--- src/rtl/pipe_ctrl_pkg.sv ---
// Shared types and default parameters for the pipeline control unit.
package pipe_ctrl_pkg;

   typedef enum logic [1:0] {
      ST_IDLE      = 2'd0,
      ST_RUN       = 2'd1,
      ST_STEP_WAIT = 2'd2,
      ST_STEP_GO   = 2'd3
   } state_t;

   localparam int NSTAGE_DEF     = 5;
   localparam int DEB_CYCLES_DEF = 20000;
   localparam int CNT_W_DEF      = 32;
   localparam int DEB_CYCLES_SIM = 4;

endpackage

--- src/rtl/btn_debounce.sv ---
// Push-button conditioner: 2-flop synchroniser, stability counter and a
// one-cycle pulse on every debounced rising edge.
module btn_debounce
   import pipe_ctrl_pkg::*;
#(
   parameter int DEB_CYCLES = DEB_CYCLES_DEF
) (
   input  logic clk,
   input  logic rst,
   input  logic btn,
   output logic press
);

   localparam int CW = (DEB_CYCLES > 1) ? $clog2(DEB_CYCLES) : 1;
   localparam logic [CW-1:0] CNT_LAST = CW'(DEB_CYCLES - 1);

   logic          sync1_r;
   logic          sync2_r;
   logic          level_r;
   logic          level_d_r;
   logic          press_r;
   logic [CW-1:0] cnt_r;

   // Two-flop synchroniser for the asynchronous button.
   always_ff @(posedge clk or posedge rst) begin
      if (rst) begin
         sync1_r <= 1'b0;
         sync2_r <= 1'b0;
      end else begin
         sync1_r <= btn;
         sync2_r <= sync1_r;
      end
   end

   // Level is accepted only after DEB_CYCLES consecutive differing samples.
   always_ff @(posedge clk or posedge rst) begin
      if (rst) begin
         cnt_r   <= '0;
         level_r <= 1'b0;
      end else if (sync2_r != level_r) begin
         if (cnt_r == CNT_LAST) begin
            cnt_r   <= '0;
            level_r <= sync2_r;
         end else begin
            cnt_r   <= cnt_r + CW'(1);
            level_r <= level_r;
         end
      end else begin
         cnt_r   <= '0;
         level_r <= level_r;
      end
   end

   // Registered rising-edge pulse of the debounced level.
   always_ff @(posedge clk or posedge rst) begin
      if (rst) begin
         level_d_r <= 1'b0;
         press_r   <= 1'b0;
      end else begin
         level_d_r <= level_r;
         press_r   <= level_r & ~level_d_r;
      end
   end

   assign press = press_r;

endmodule

--- src/rtl/pipe_ctrl.sv ---
// Pipeline control unit: run/single-step FSM, per-stage stall/flush
// resolution and running-cycle performance counters.
module pipe_ctrl
   import pipe_ctrl_pkg::*;
#(
   parameter int NSTAGE     = NSTAGE_DEF,
   parameter int DEB_CYCLES = DEB_CYCLES_DEF,
   parameter int CNT_W      = CNT_W_DEF
) (
   input  logic              clk,
   input  logic              rst,
   input  logic              enter,
   input  logic              mode_step,
   input  logic [NSTAGE-1:0] stall_req,
   input  logic [NSTAGE-1:0] flush_req,
   output logic [NSTAGE-1:0] stall,
   output logic [NSTAGE-1:0] flush,
   output logic              running,
   output logic [CNT_W-1:0]  cyc_cnt,
   output logic [CNT_W-1:0]  stall_cnt
);

   state_t            state_r;
   logic              running_r;
   logic              mode_s1_r;
   logic              mode_s2_r;
   logic              press_s;
   logic [CNT_W-1:0]  cyc_cnt_r;
   logic [CNT_W-1:0]  stall_cnt_r;
   logic [NSTAGE-1:0] st_ge_s;
   logic [NSTAGE-1:0] acc_s;
   logic [NSTAGE-1:0] acc_gt_s;
   logic [NSTAGE-1:0] bubble_s;
   logic [NSTAGE-1:0] stall_s;
   logic [NSTAGE-1:0] flush_s;

   btn_debounce #(
      .DEB_CYCLES (DEB_CYCLES)
   ) u_deb (
      .clk   (clk),
      .rst   (rst),
      .btn   (enter),
      .press (press_s)
   );

   // Synchroniser for the mode switch.
   always_ff @(posedge clk or posedge rst) begin
      if (rst) begin
         mode_s1_r <= 1'b0;
         mode_s2_r <= 1'b0;
      end else begin
         mode_s1_r <= mode_step;
         mode_s2_r <= mode_s1_r;
      end
   end

   // Run-control FSM; running_r tracks the state it moves into.
   always_ff @(posedge clk or posedge rst) begin
      if (rst) begin
         state_r   <= ST_IDLE;
         running_r <= 1'b0;
      end else begin
         case (state_r)
            ST_IDLE: begin
               if (press_s && mode_s2_r) begin
                  state_r   <= ST_STEP_WAIT;
                  running_r <= 1'b0;
               end else if (press_s) begin
                  state_r   <= ST_RUN;
                  running_r <= 1'b1;
               end else begin
                  state_r   <= ST_IDLE;
                  running_r <= 1'b0;
               end
            end
            ST_RUN: begin
               if (mode_s2_r) begin
                  state_r   <= ST_STEP_WAIT;
                  running_r <= 1'b0;
               end else begin
                  state_r   <= ST_RUN;
                  running_r <= 1'b1;
               end
            end
            ST_STEP_WAIT: begin
               if (press_s && mode_s2_r) begin
                  state_r   <= ST_STEP_GO;
                  running_r <= 1'b1;
               end else if (press_s) begin
                  state_r   <= ST_RUN;
                  running_r <= 1'b1;
               end else begin
                  state_r   <= ST_STEP_WAIT;
                  running_r <= 1'b0;
               end
            end
            ST_STEP_GO: begin
               state_r   <= ST_STEP_WAIT;
               running_r <= 1'b0;
            end
            default: begin
               state_r   <= ST_IDLE;
               running_r <= 1'b0;
            end
         endcase
      end
   end

   // Priority scan: st_ge marks stages at or below the oldest stall,
   // acc_gt marks stages younger than the oldest accepted flush.
   always_comb begin
      logic any_v;
      logic acc_v;
      st_ge_s  = '0;
      acc_gt_s = '0;
      bubble_s = '0;
      any_v    = 1'b0;
      acc_v    = 1'b0;
      for (int k = NSTAGE - 1; k >= 0; k--) begin
         any_v      = any_v | stall_req[k];
         st_ge_s[k] = any_v;
      end
      acc_s = flush_req & ~st_ge_s;
      for (int k = NSTAGE - 1; k >= 0; k--) begin
         acc_gt_s[k] = acc_v;
         acc_v       = acc_v | acc_s[k];
      end
      for (int k = 1; k < NSTAGE; k++) begin
         bubble_s[k] = st_ge_s[k-1] & ~st_ge_s[k];
      end
   end

   // Hold everything while not running; otherwise flush beats stall.
   always_comb begin
      if (running_r) begin
         stall_s = st_ge_s & ~acc_gt_s;
         flush_s = bubble_s | acc_gt_s;
      end else begin
         stall_s = '1;
         flush_s = '0;
      end
   end

   // Performance counters advance only on running cycles.
   always_ff @(posedge clk or posedge rst) begin
      if (rst) begin
         cyc_cnt_r   <= '0;
         stall_cnt_r <= '0;
      end else if (running_r) begin
         cyc_cnt_r   <= cyc_cnt_r + CNT_W'(1);
         stall_cnt_r <= stall_cnt_r + CNT_W'(|stall_req);
      end else begin
         cyc_cnt_r   <= cyc_cnt_r;
         stall_cnt_r <= stall_cnt_r;
      end
   end

   assign stall     = stall_s;
   assign flush     = flush_s;
   assign running   = running_r;
   assign cyc_cnt   = cyc_cnt_r;
   assign stall_cnt = stall_cnt_r;

endmodule

--- config.mk ---
export PLATFORM = sky130hd
export DESIGN_NAME = pipe_ctrl
export DESIGN_NICKNAME = d
export VERILOG_FILES = /design/src/rtl/pipe_ctrl_pkg.sv /design/src/rtl/btn_debounce.sv /design/src/rtl/pipe_ctrl.sv
export SDC_FILE = /design/constraint.sdc
export NUM_CORES = 1
export LEC_CHECK = 0
export CORE_MARGIN = 5
export CORE_UTILIZATION = 47
export DETAILED_ROUTE_END_ITERATION = 7
export DONT_BUFFER_PORTS = 1
export PLACE_DENSITY = 0.62
export SLEW_MARGIN = 20
export SYNTH_ARGS = -nofsm -noshare
export SYNTH_HDL_FRONTEND = slang
export SYNTH_SLANG_ARGS = --single-unit
--- constraint.sdc ---
create_clock -name clk -period 3.8 [get_ports clk]
set_clock_uncertainty 0.15 [all_clocks]
set_input_delay 0.38 -clock clk [delete_from_list [all_inputs] [get_ports clk]]
set_output_delay 0.38 -clock clk [all_outputs]
set_load 0.005 [all_outputs]
Word level (Yosys, flattened, before mapping)
Cells that the tools add are included.
Operators by class
  add/subtract/negate cells: 3
  equal/unequal tests: 5
  muxes and demuxes: 15
  bitwise operators: 22
  reductions and logical operators: 4
Operators with widths (count)
  adder 32 x 1 -> 32 bit: 1
  adder 32 x 1 -> 32 bit (second input constant): 1
  2-to-1 mux 15 bit: 2
  adder 15 x 1 -> 15 bit (second input constant): 1
  == test 15 bit (second input constant): 1
  AND 5 bit: 2
  2-to-1 mux 5 bit: 2
  2-to-1 mux 2 bit: 4
  case mux 2 bit (4 select lines): 1
  bitwise OR 1 bit: 7
  AND 1 bit: 5
  2-to-1 mux 1 bit: 5
  NOT 1 bit: 5
  NOT 4 -> 5 bit: 1
  NOT 5 bit: 1
  bitwise OR 5 x 4 -> 5 bit: 1
  OR reduction 5 bit: 1
  == test 2 bit (second input constant): 2
  case mux 1 bit (4 select lines): 1
  == test 2 x 1 -> 1 bit (second input constant): 1
  zero test 2 bit: 1
  AND reduction 2 bit: 1
  logical AND 1 bit: 1
  inequality test 1 bit: 1
Storage, ports and cells
  register bits after elaboration: 89
  input port bits: 14

Longest topological paths before layout
Gate-level depths: netlist (run 1).
  depth after elaboration: 12
  depth in mapped cells: 8

Cells and area by module
A second synthesis (run 1) with hierarchy kept.
Second synthesis, totals
  cell total of the unflattened synthesis: 373
  area total of the unflattened synthesis: 4061.4 um^2
By module, submodules not included
  pipe_ctrl: instances 1, cells an instance 288, area an instance 3164.3 um^2, sequential area each 1701.6 um^2
  btn_debounce: instances 1, cells an instance 85, area an instance 897.1 um^2, sequential area each 500.5 um^2

Worst setup path after synthesis (run 1)
No wires, ideal clock.
  path kind: input to register
  from: in stall_req[3]
  to: reg stall_cnt_r[14] (netlist: stall_cnt[14])
  library setup time: 129 ps
  arrival time: 1928 ps
  slack: 1593 ps
  stages on the path: 8
  buffers on the path: 0
  cell sequence: or2_2 > or4_1 > ha_1 > ha_1 > nand3_1 > or3_2 > nor2_1 > xor2_1
On the way
  longest elaborated chain between the ends: 2
RTL lines
  from (decl): line pipe_ctrl.sv:14  | input logic [NSTAGE-1:0] stall_req,
  OR reduction 5 bit: line pipe_ctrl.sv:151  | stall_cnt_r <= stall_cnt_r + CNT_W'(|stall_req);
  adder 32 x 1 -> 32 bit: line pipe_ctrl.sv:151
  to (signal assigned): line pipe_ctrl.sv:151
  to (signal assigned): line pipe_ctrl.sv:154  | stall_cnt_r <= stall_cnt_r;
  to (decl): line pipe_ctrl.sv:29  | logic [CNT_W-1:0] stall_cnt_r;
No other way between the ends.
A chain may end at the register's enable or synchronous reset.

Worst setup path after layout (run 1)
  from: reg stall_cnt_r[0] (netlist: stall_cnt[0])
  to: reg stall_cnt_r[28] (netlist: stall_cnt[28])
On the way
  longest elaborated chain between the ends: 1
RTL lines (line)
  adder 32 x 1 -> 32 bit: pipe_ctrl.sv:151
No other way between the ends.

==> results of run 1 <==
sequential cells by signal, summed over array words and instances, names as in the netlist:
name and cells:
cyc_cnt 32, stall_cnt 32, u_deb.cnt_r 15, state_r 2
mode_s1_r 1, mode_s2_r 1, u_deb.level_d_r 1, u_deb.level_r 1
u_deb.press 1, u_deb.sync1_r 1, u_deb.sync2_r 1
worst max-delay path: stages (launching register included):
cell and delay, ns:
dfrtp_1 0.43, ha_1 0.22, ha_1 0.20, nand3_1 0.13, nor4_2 0.71, nand4_1 0.21, xnor2_1 0.17
metrics by stage:
step,hold slack [ns],instances,util (%)
2_1_floorplan,0.1812,373,-
3_3_place_gp,0.1893,476,48.89
3_5_place_dp,0.1864,476,48.89
4_1_cts,0.2070,495,51.34
5_1_grt,0.2204,495,51.35
6_report,0.2033,495,51.35
area by class of cell:
cell class	count	area share, %
clock inverter	6	1.191
timing repair buffer	5	1.021
sequential	88	49.90
tap	108	3.062
clock buffer	10	2.892
inverter	13	1.162
multi-input combinational	265	40.77
kinds of logic after synthesis:
| kind of cell | share of synthesized area, % |
|---|---|
| xor+xnor | 16.09 |
| flops | 53.95 |
| mux | 1.104 |
| fa+ha+maj | 1.533 |
| buf+inv | 1.962 |
| simple gates | 22.90 |
| compound gates | 2.453 |
routing by layer:
| metal | up-vias | track usage [%] |
|---|---|---|
| li1 | 1329 | - |
| met1 | 1351 | 22.12 |
| met2 | 87 | 24.42 |
| met3 | 9 | 5.097 |
| met4 | 0 | 6.175 |
| met5 | - | 0 |
power groups by stage:
| stage | sequential [mW] | clock [mW] | combinational, mW |
|---|---|---|---|
| 2_1_floorplan | 0.961 | 0 | 0.0285 |
| 3_3_place_gp | 0.963 | 0 | 0.0356 |
| 3_5_place_dp | 0.963 | 0 | 0.0359 |
| 4_1_cts | 0.944 | 0.612 | 0.0387 |
| 5_1_grt | 0.945 | 0.651 | 0.0452 |
| 6_report | 0.944 | 0.589 | 0.0369 |
cell usage in the layout, fill, tap and decap left out, drive strengths merged, types with 3 or more instances in the layout:
master	instances
xor2	19
and2	3
and4	12
nor4	7
nand3	28
nand4	29
dfrtp	88
ha	5
mux2	4
a21oi	5
clkbuf	10
dlygate4sd3	3
inv	15
nand2	21
xnor2	56
nor2b	4
and3	11
nor3	13
nor2	28
path summary, 6_finish.rpt:
check / startpoint / end / cells past startpoint
worst max-delay path: stall_cnt[0]$_DFFE_PP0P_ / stall_cnt[28]$_DFFE_PP0P_ / 6
worst min-delay path: mode_s1_r$_DFF_PP0_ / mode_s2_r$_DFF_PP0_ / 0
worst max register to register: stall_cnt[0]$_DFFE_PP0P_ / stall_cnt[28]$_DFFE_PP0P_ / 6
worst min register to register: mode_s1_r$_DFF_PP0_ / mode_s2_r$_DFF_PP0_ / 0
max in group asynchronous: rst / cyc_cnt[0]$_DFFE_PP0P_ / 3
min in group asynchronous: rst / stall_cnt[29]$_DFFE_PP0P_ / 2
what timing repair did:
action                                  4_1_cts  5_1_grt
hold buffers                                  3        0
hold endpoints to repair                     59        0
endpoints found under the setup margin        0        0
==> flow_metrics.py, run 1 <==
metrics = {
    "outcome": {
        "status": "completed",
    },
    "power_and_ir_drop": {
        "seqPwrFrac_pct": 60.1,
        "power-per-cell-area_nw_per_um2": 355.7,
        "combPwrFrac_pct": 2.4,
        "power.switching_mw": 0.3732,
        "swShare_pct": 23.78,
        "irDropWorstVdd_mv": 0.1480,
        "internal_power_mw": 1.197,
        "clkPwrFrac_pct": 37.5,
        "total_power_mw": 1.570,
        "leakagePower_nw": 1.976,
    },
    "flow_run": {
        "maxCapViolCount": 0,
    },
    "cts": {
        "cts_buffer_depth": 2,
        "clkLatencyLatePin_ns": 0.35,
        "cts.reportedPaths.clkPinSlew_ns": 0.09,
        "clockRootBuffer": "clkbuf_8",
        "h-tree-depth": 3,
        "cts_setup_buffers": 0,
        "numCtsBuffers": 9,
        "cts_resized": 0,
        "cts_tree": "yes",
        "numClockSinks": 88,
    },
    "timing": {
        "slew_viol_final": 0,
        "tns_ns": 0,
        "min_period_over_period_pct": 61.62,
        "layout_setup_ws_ns": 1.458,
        "setup_viol": 0,
        "grt_setup_unrepaired": "false",
        "maxSlewHeadroom_pct": 38.65,
        "hold_viol_final": 0,
        "period_minus_slack_ns": 2.342,
        "timing.fmax_mhz": 427.0,
        "worst_pin_slew_ns": 0.9126,
    },
    "route": {
        "vias": 2776,
        "top_layer": "met4",
        "wl_um": 8186,
        "wl_met1_um": 3656,
        "drt-initial-drc-count": 112,
        "drc": 0,
        "wl_per_cell_um": 16.54,
        "routed-wl-met2_um": 3721,
        "wl_met3_um": 707,
        "dr.pass1.iters": 5,
        "avgViaCountPerCell": 5.608,
        "postRouteAntennaNets": 0,
    },
    "synth": {
        "yosysTopAreaCell": "dfrtp_1",
        "synth_ff_type": "dfrtp_1",
        "syn-cell-area_um2": 4081,
        "avgSynthCellArea_um2": 10.94,
        "synth_nets": 392,
        "ys_seq_elements": 88,
        "yosysMostFrequentCell": "dfrtp_1",
        "yosysTopAreaCellShare_pct": 53.95,
        "synthDistinctLibCells": 37,
        "synthTopCellsByCount": "dfrtp_1, xnor2_1, nand3_1, nand4_1, nor2_1",
        "yosys_warnings": 0,
        "synthArstFlopShare_pct": 100.0,
        "syn_inst": 373,
        "yosysSeqAreaShare_pct": 53.95,
        "yosys-top-cells-area": "dfrtp_1, xnor2_1, nand4_1",
        "synth_edf_count": 0,
    },
    "critical_path": {
        "endpoint_kind": "flip-flop",
        "critPathArrivalTime_ns": 2.43,
        "start_kind": "flip-flop",
        "cp.required_ns": 3.88,
        "worstSetupPathType": "flip-flop to flip-flop",
        "path_max_fanout": 7,
        "rrSetupSlack_ns": 1.46,
    },
    "die": {
        "die_y_um": 103.2,
        "die_w_um": 103.2,
        "io_pins": 89,
        "row_count": 34,
        "die-area_um2": 10650,
        "coreArea_um2": 8593,
        "initial_core_util_pct": 47.50,
    },
    "place": {
        "place_area_um2": 4202,
        "port_buffers": 0,
        "gp_congestion": 0.8173,
        "place_ws_ns": 1.268,
        "dp_hpwl_um": 5979,
    },
    "finish": {
        "final_layout_size_suffix_gt1_share_pct": 7.235,
        "fin_nets": 401,
        "diodes": 0,
        "multi_input_area_um2": 1799,
        "seq_area_um2": 2202,
        "fin_area_um2": 4413,
        "n_fill_cell": 773,
        "areaGrowthSynthToFinish_pct": 8.124,
    },
    "global_routing": {
        "grt_util_all_layers_pct": 16.25,
        "grt_pass1_wl_um": 13600,
        "grt_pass1_vias": 2751,
        "overflow": 0,
        "antenna_found_initial": 0,
        "grt_max_degree": 59,
    },
    "hold_path": {
        "holdCritPathClass": "flip-flop to flip-flop",
    },
}
(Power assumes the default switching activity.)
==> run 2: changes to the inputs <==
==> constraint.sdc (replaced) <==
create_clock -name clk -period 2.2 [get_ports clk]
set_clock_uncertainty 0.15 [all_clocks]
set_input_delay 0.22 -clock clk [delete_from_list [all_inputs] [get_ports clk]]
set_output_delay 0.22 -clock clk [all_outputs]
set_load 0.005 [all_outputs]
==> flow_metrics.py, run 2 (synthesis results as in run 1) <==
metrics = {
    "critical_path": {
        "max_stage_delay_ns": 0.57,
        "slowest_stage": "or3_2",
        "start_kind": "flip-flop",
        "cp.required_ns": 2.32,
        "crit_chain": "ha_1 -> ha_1 -> nand3_1 -> or3_2 -> nor2_1 -> xor2_1",
        "worstSetupPathType": "flip-flop to flip-flop",
        "endpoint_kind": "flip-flop",
        "cpMostUsedCell": "ha_1",
        "path_max_fanout": 4,
        "critPathArrivalTime_ns": 2.21,
    },
    "route": {
        "wl_met1_um": 3691,
        "vias": 2833,
        "wl_um": 8407,
        "wl_met3_um": 653,
        "top_layer": "met4",
        "dr.pass1.iters": 4,
        "postRouteAntennaNets": 0,
        "avgViaCountPerCell": 5.566,
        "drt-initial-drc-count": 118,
        "drc": 0,
        "wl_per_cell_um": 16.52,
        "routed-wl-met2_um": 3968,
    },
    "cts": {
        "cts.reportedPaths.clkPinSlew_ns": 0.09,
        "clkLatencyLatePin_ns": 0.36,
        "numCtsBuffers": 9,
        "numClockSinks": 88,
        "cts_setup_buffers": 0,
        "clockRootBuffer": "clkbuf_8",
        "cts_tree": "yes",
        "h-tree-depth": 3,
        "cts_buffer_depth": 2,
    },
    "finish": {
        "final_cell_mix": "dfrtp_1, xnor2_1, nand4_1, nand3_1, nor2_1",
        "areaGrowthSynthToFinish_pct": 11.93,
        "fin_nets": 415,
        "fin_area_um2": 4568,
        "diodes": 0,
        "fin_util_pct": 53.16,
        "final_layout_size_suffix_gt1_share_pct": 11.47,
        "final_common_cell": "dfrtp_1",
        "n_fill_cell": 767,
    },
    "timing": {
        "maxSlewHeadroom_pct": 67.34,
        "slew_viol_final": 0,
        "fin_hold_ws_ns": 0.1021,
        "grt_setup_unrepaired": "false",
        "worst_pin_slew_ns": 0.4873,
        "hold_viol_final": 0,
        "timing.fmax_mhz": 479.0,
        "period_minus_slack_ns": 2.088,
        "setup_viol": 0,
        "min_period_over_period_pct": 94.89,
        "tns_ns": 0,
    },
    "global_routing": {
        "antenna_found_initial": 0,
        "overflow": 0,
        "grt_pass1_vias": 2944,
        "grt_util_all_layers_pct": 16.80,
        "grt_max_degree": 89,
        "grt_pass1_wl_um": 14000,
    },
    "die": {
        "die-area_um2": 10650,
        "die_w_um": 103.2,
        "io_pins": 89,
        "coreArea_um2": 8593,
        "row_count": 34,
        "initial_core_util_pct": 47.50,
        "die_y_um": 103.2,
    },
    "hold_path": {
        "holdCritPathClass": "primary input to flip-flop",
    },
    "power_and_ir_drop": {
        "irDropWorstVdd_mv": 0.3019,
        "leakagePower_nw": 2.073,
        "power-per-cell-area_nw_per_um2": 618.7,
    },
    "place": {
        "place_area_um2": 4322,
        "gp_congestion": 0.8026,
        "dp_hpwl_um": 6002,
        "port_buffers": 0,
    },
    "outcome": {
        "status": "completed",
    },
    "flow_run": {
        "maxCapViolCount": 0,
    },
}
## run 2: final cells by class
| class | instances | area (um2) | share of cell area, % |
|---|---|---|---|
| tap | 108 | 135.1 | 2.958 |
| clock inverter | 6 | 67.56 | 1.479 |
| multi-input combinational | 265 | 1819 | 39.82 |
| timing repair buffer | 19 | 162.7 | 3.561 |
| sequential | 88 | 2203 | 48.23 |
| clock buffer | 10 | 127.6 | 2.794 |
| inverter | 13 | 52.55 | 1.150 |
## run 2: stage by stage
stage / worst slack, ns / instances / total power, mW
floorplan: 0.1532 / 373 / 1.710
global placement: -0.08698 / 490 / 1.727
detailed placement: -0.1257 / 490 / 1.729
CTS: 0.06985 / 509 / 2.865
global route: 0.003766 / 509 / 2.947
finish: 0.1123 / 509 / 2.827
## run 2: path summary, 6_finish.rpt
| path | from | endpoint | slack, ns | cells past startpoint |
|---|---|---|---|---|
| worst max-delay path | stall_cnt[0]$_DFFE_PP0P_ | stall_cnt[12]$_DFFE_PP0P_ | 0.11 | 6 |
| worst min-delay path | stall_req[0] | stall_cnt[0]$_DFFE_PP0P_ | 0.10 | 3 |
| worst max register to register | stall_cnt[0]$_DFFE_PP0P_ | stall_cnt[12]$_DFFE_PP0P_ | 0.11 | 6 |
| worst min register to register | u_deb.sync1_r$_DFF_PP0_ | u_deb.sync2_r$_DFF_PP0_ | 0.20 | 0 |
| max in group asynchronous | rst | stall_cnt[29]$_DFFE_PP0P_ | 1.23 | 3 |
| min in group asynchronous | rst | cyc_cnt[2]$_DFFE_PP0P_ | 0.32 | 3 |
## run 2: timing repair
item / 4_1_cts / 5_1_grt
setup endpoints to repair: 11 / 6
gates resized for setup: 3 / 2
hold buffers: 3 / 0
pin swaps: 0 / 1
endpoints found under the hold margin: 90 / 0
## run 2: power by group
group / switching (mW) / internal, mW / total [mW]
clock network: 0.596 / 0.532 / 1.13
logic: 0.0488 / 0.0188 / 0.0676
registers: 0.00661 / 1.62 / 1.63
total: 0.652 / 2.17 / 2.83
## run 2: worst max-delay path: cells and delay by family, from the launching register on
family        cells  cell delay [ns]
xor+xnor          1             0.18
simple gates      3             0.88
flops             1             0.38
fa+ha+maj         2             0.41
## run 2: per-layer routing
metal  vias to the layer above  track usage, %
li1                       1356               -
met3                        12           4.963
met4                         0           5.876
met2                        80           26.69
met1                      1385           21.99
met5                         -               0
==> run 3: changes to the inputs <==
--- a/config.mk
+++ b/config.mk
@@ -5,11 +5,15 @@
 export SDC_FILE = /design/constraint.sdc
 export NUM_CORES = 1
 export LEC_CHECK = 0
+export CAP_MARGIN = 20
+export CELL_PAD_IN_SITES_DETAIL_PLACEMENT = 0
+export CELL_PAD_IN_SITES_GLOBAL_PLACEMENT = 1
 export CORE_MARGIN = 5
 export CORE_UTILIZATION = 47
 export DETAILED_ROUTE_END_ITERATION = 7
 export DONT_BUFFER_PORTS = 1
-export PLACE_DENSITY = 0.62
+export PLACE_DENSITY = 0.76
+export REMOVE_ABC_BUFFERS = 1
 export SLEW_MARGIN = 20
 export SYNTH_ARGS = -nofsm -noshare
 export SYNTH_HDL_FRONTEND = slang
==> flow_metrics.py, run 3 (synthesis results as in run 1) <==
metrics = {
    "route": {
        "avgViaCountPerCell": 5.511,
        "drt-initial-drc-count": 126,
        "drc": 0,
        "postRouteAntennaNets": 0,
        "wl_per_cell_um": 16.13,
        "wl_um": 8178,
        "dr.pass1.iters": 4,
        "vias": 2794,
    },
    "place": {
        "gp_congestion": 0.8030,
        "place_area_um2": 4304,
        "place_ws_ns": -0.1013,
        "dp_hpwl_um": 5985,
        "dp.cells": 488,
        "port_buffers": 0,
    },
    "cts": {
        "clkLatencyLatePin_ns": 0.35,
        "h-tree-depth": 3,
        "cts_setup_buffers": 0,
        "cts_tree": "yes",
        "cts_buffer_depth": 2,
        "numClockSinks": 88,
        "clockRootBuffer": "clkbuf_8",
        "numCtsBuffers": 9,
        "cts.reportedPaths.clkPinSlew_ns": 0.10,
    },
    "die": {
        "die-area_um2": 10650,
        "row_count": 34,
        "die_w_um": 103.2,
        "io_pins": 89,
        "die_y_um": 103.2,
        "coreArea_um2": 8593,
        "initial_core_util_pct": 47.50,
    },
    "finish": {
        "final_cell_mix": "dfrtp_1, xnor2_1, nand4_1, nand3_1, nor2_1",
        "fin_area_um2": 4527,
        "final_cells": 507,
        "n_fill_cell": 755,
        "diodes": 0,
        "fin_nets": 413,
        "areaGrowthSynthToFinish_pct": 10.91,
        "final_layout_size_suffix_gt1_share_pct": 10.28,
        "final_common_cell": "dfrtp_1",
    },
    "timing": {
        "hold_viol_final": 0,
        "layout_setup_ws_ns": 0.1504,
        "worst_pin_slew_ns": 0.6928,
        "grt_setup_unrepaired": "false",
        "maxSlewHeadroom_pct": 53.45,
        "min_period_over_period_pct": 93.17,
        "tns_ns": 0,
        "timing.fmax_mhz": 487.9,
        "slew_viol_final": 0,
        "period_minus_slack_ns": 2.050,
        "setup_viol": 0,
    },
    "global_routing": {
        "grt_pass1_vias": 2699,
        "grt_util_all_layers_pct": 15.95,
        "grt_max_degree": 45,
        "antenna_found_initial": 0,
        "grt_pass1_wl_um": 13520,
        "overflow": 0,
    },
    "critical_path": {
        "worstSetupPathType": "flip-flop to flip-flop",
        "slowest_stage": "or3_2",
        "max_stage_delay_ns": 0.59,
        "endpoint_kind": "flip-flop",
        "cpMostUsedCell": "ha_1",
        "start_kind": "flip-flop",
        "cp.required_ns": 2.33,
        "rr_endpoint": "stall_cnt[12]$_DFFE_PP0P_",
        "path_max_fanout": 4,
        "reg2reg_depth": 6,
        "critPathArrivalTime_ns": 2.18,
        "crit_chain": "ha_1 -> ha_1 -> nand3_1 -> or3_2 -> nor2_1 -> xor2_1",
        "worstSetupStartpoint": "stall_cnt[0]$_DFFE_PP0P_",
        "rrSetupSlack_ns": 0.15,
        "r2r_start": "stall_cnt[0]$_DFFE_PP0P_",
    },
    "power_and_ir_drop": {
        "total_power_mw": 2.717,
        "power-per-cell-area_nw_per_um2": 600.3,
        "irDropWorstVdd_mv": 0.3590,
        "leakagePower_nw": 2.054,
    },
    "hold_path": {
        "holdCritPathClass": "primary input to flip-flop",
        "holdPathEnd": "stall_cnt[0]$_DFFE_PP0P_",
        "hold_path.startpoint": "stall_req[0]",
        "holdPathStages": 3,
    },
    "outcome": {
        "status": "completed",
    },
    "flow_run": {
        "maxCapViolCount": 0,
    },
}
[run 3: cell types whose count changed in the layout (fill, tap and decap cells not counted), sizes merged]
cell    before  now
clkinv       1    2
bufinv       1    0
buf         16   14
clkbuf      10   11
inv         14   13
[run 3: area by class of cell]
| class | instances | area [um2] | share of cell area (%) |
|---|---|---|---|
| flip-flops and latches | 88 | 2202 | 48.65 |
| multi-input cells | 265 | 1810 | 39.99 |
| well taps | 108 | 135.1 | 2.985 |
| clock buffers | 11 | 141.4 | 3.123 |
| repair buffers | 17 | 147.6 | 3.261 |
| clock inverters | 5 | 40.04 | 0.8845 |
| inverters | 13 | 50.05 | 1.106 |
[run 3: routing by layer]
| metal | part of all wire [%] | vias up | GRT usage [%] | wire length, um |
|---|---|---|---|---|
| met4 | 0.97 | 0 | 4.183 | 79 |
| met3 | 6.8 | 8 | 5.298 | 556 |
| met5 | 0 | - | 0 | 0 |
| met2 | 45 | 64 | 23.48 | 3712 |
| li1 | - | 1368 | - | - |
| met1 | 47 | 1354 | 22.71 | 3829 |
[run 3: repair_timing]
item                                   4_1_cts  5_1_grt
endpoints found under the hold margin       34        0
setup endpoints to repair                    8        1
hold buffers                                 3        0
cloned                                       0        0
gates resized for setup                      2        0
pin swaps                                    0        1
[run 3: stage by stage]
step | utilization, % | hold slack (ns)
floorplan | - | 0.1014
global placement | 50.09 | 0.03395
detailed placement | 50.09 | 0.04343
CTS | 52.68 | 0.09050
global route | 52.68 | 0.1108
finish | 52.68 | 0.1049
[run 3: critical path, delay by kind of cell (launching register included)]
family                   cells  cell delay, ns
XOR/XNOR                     1            0.15
adder cells (fa/ha/maj)      2            0.37
flip-flops                   1            0.38
AND/OR/NAND/NOR              3            0.93
[run 3: worst max-delay path by stage]
stage / to / cells after the start
floorplan: cyc_cnt[0]$_DFFE_PP0P_ / 1
CTS: stall[0] / 4
detailed placement: stall_cnt[26]$_DFFE_PP0P_ / 8
finish: stall_cnt[12]$_DFFE_PP0P_ / 6
global route: stall_cnt[12]$_DFFE_PP0P_ / 6
global placement: stall_cnt[28]$_DFFE_PP0P_ / 8
[run 3: power by group]
| part | total (mW) | switching, mW | internal (mW) |
|---|---|---|---|
| Combinational | 0.0692 | 0.0494 | 0.0198 |
| Sequential | 1.63 | 0.00674 | 1.62 |
| Clock | 1.02 | 0.570 | 0.448 |
| Total | 2.72 | 0.626 | 2.09 |
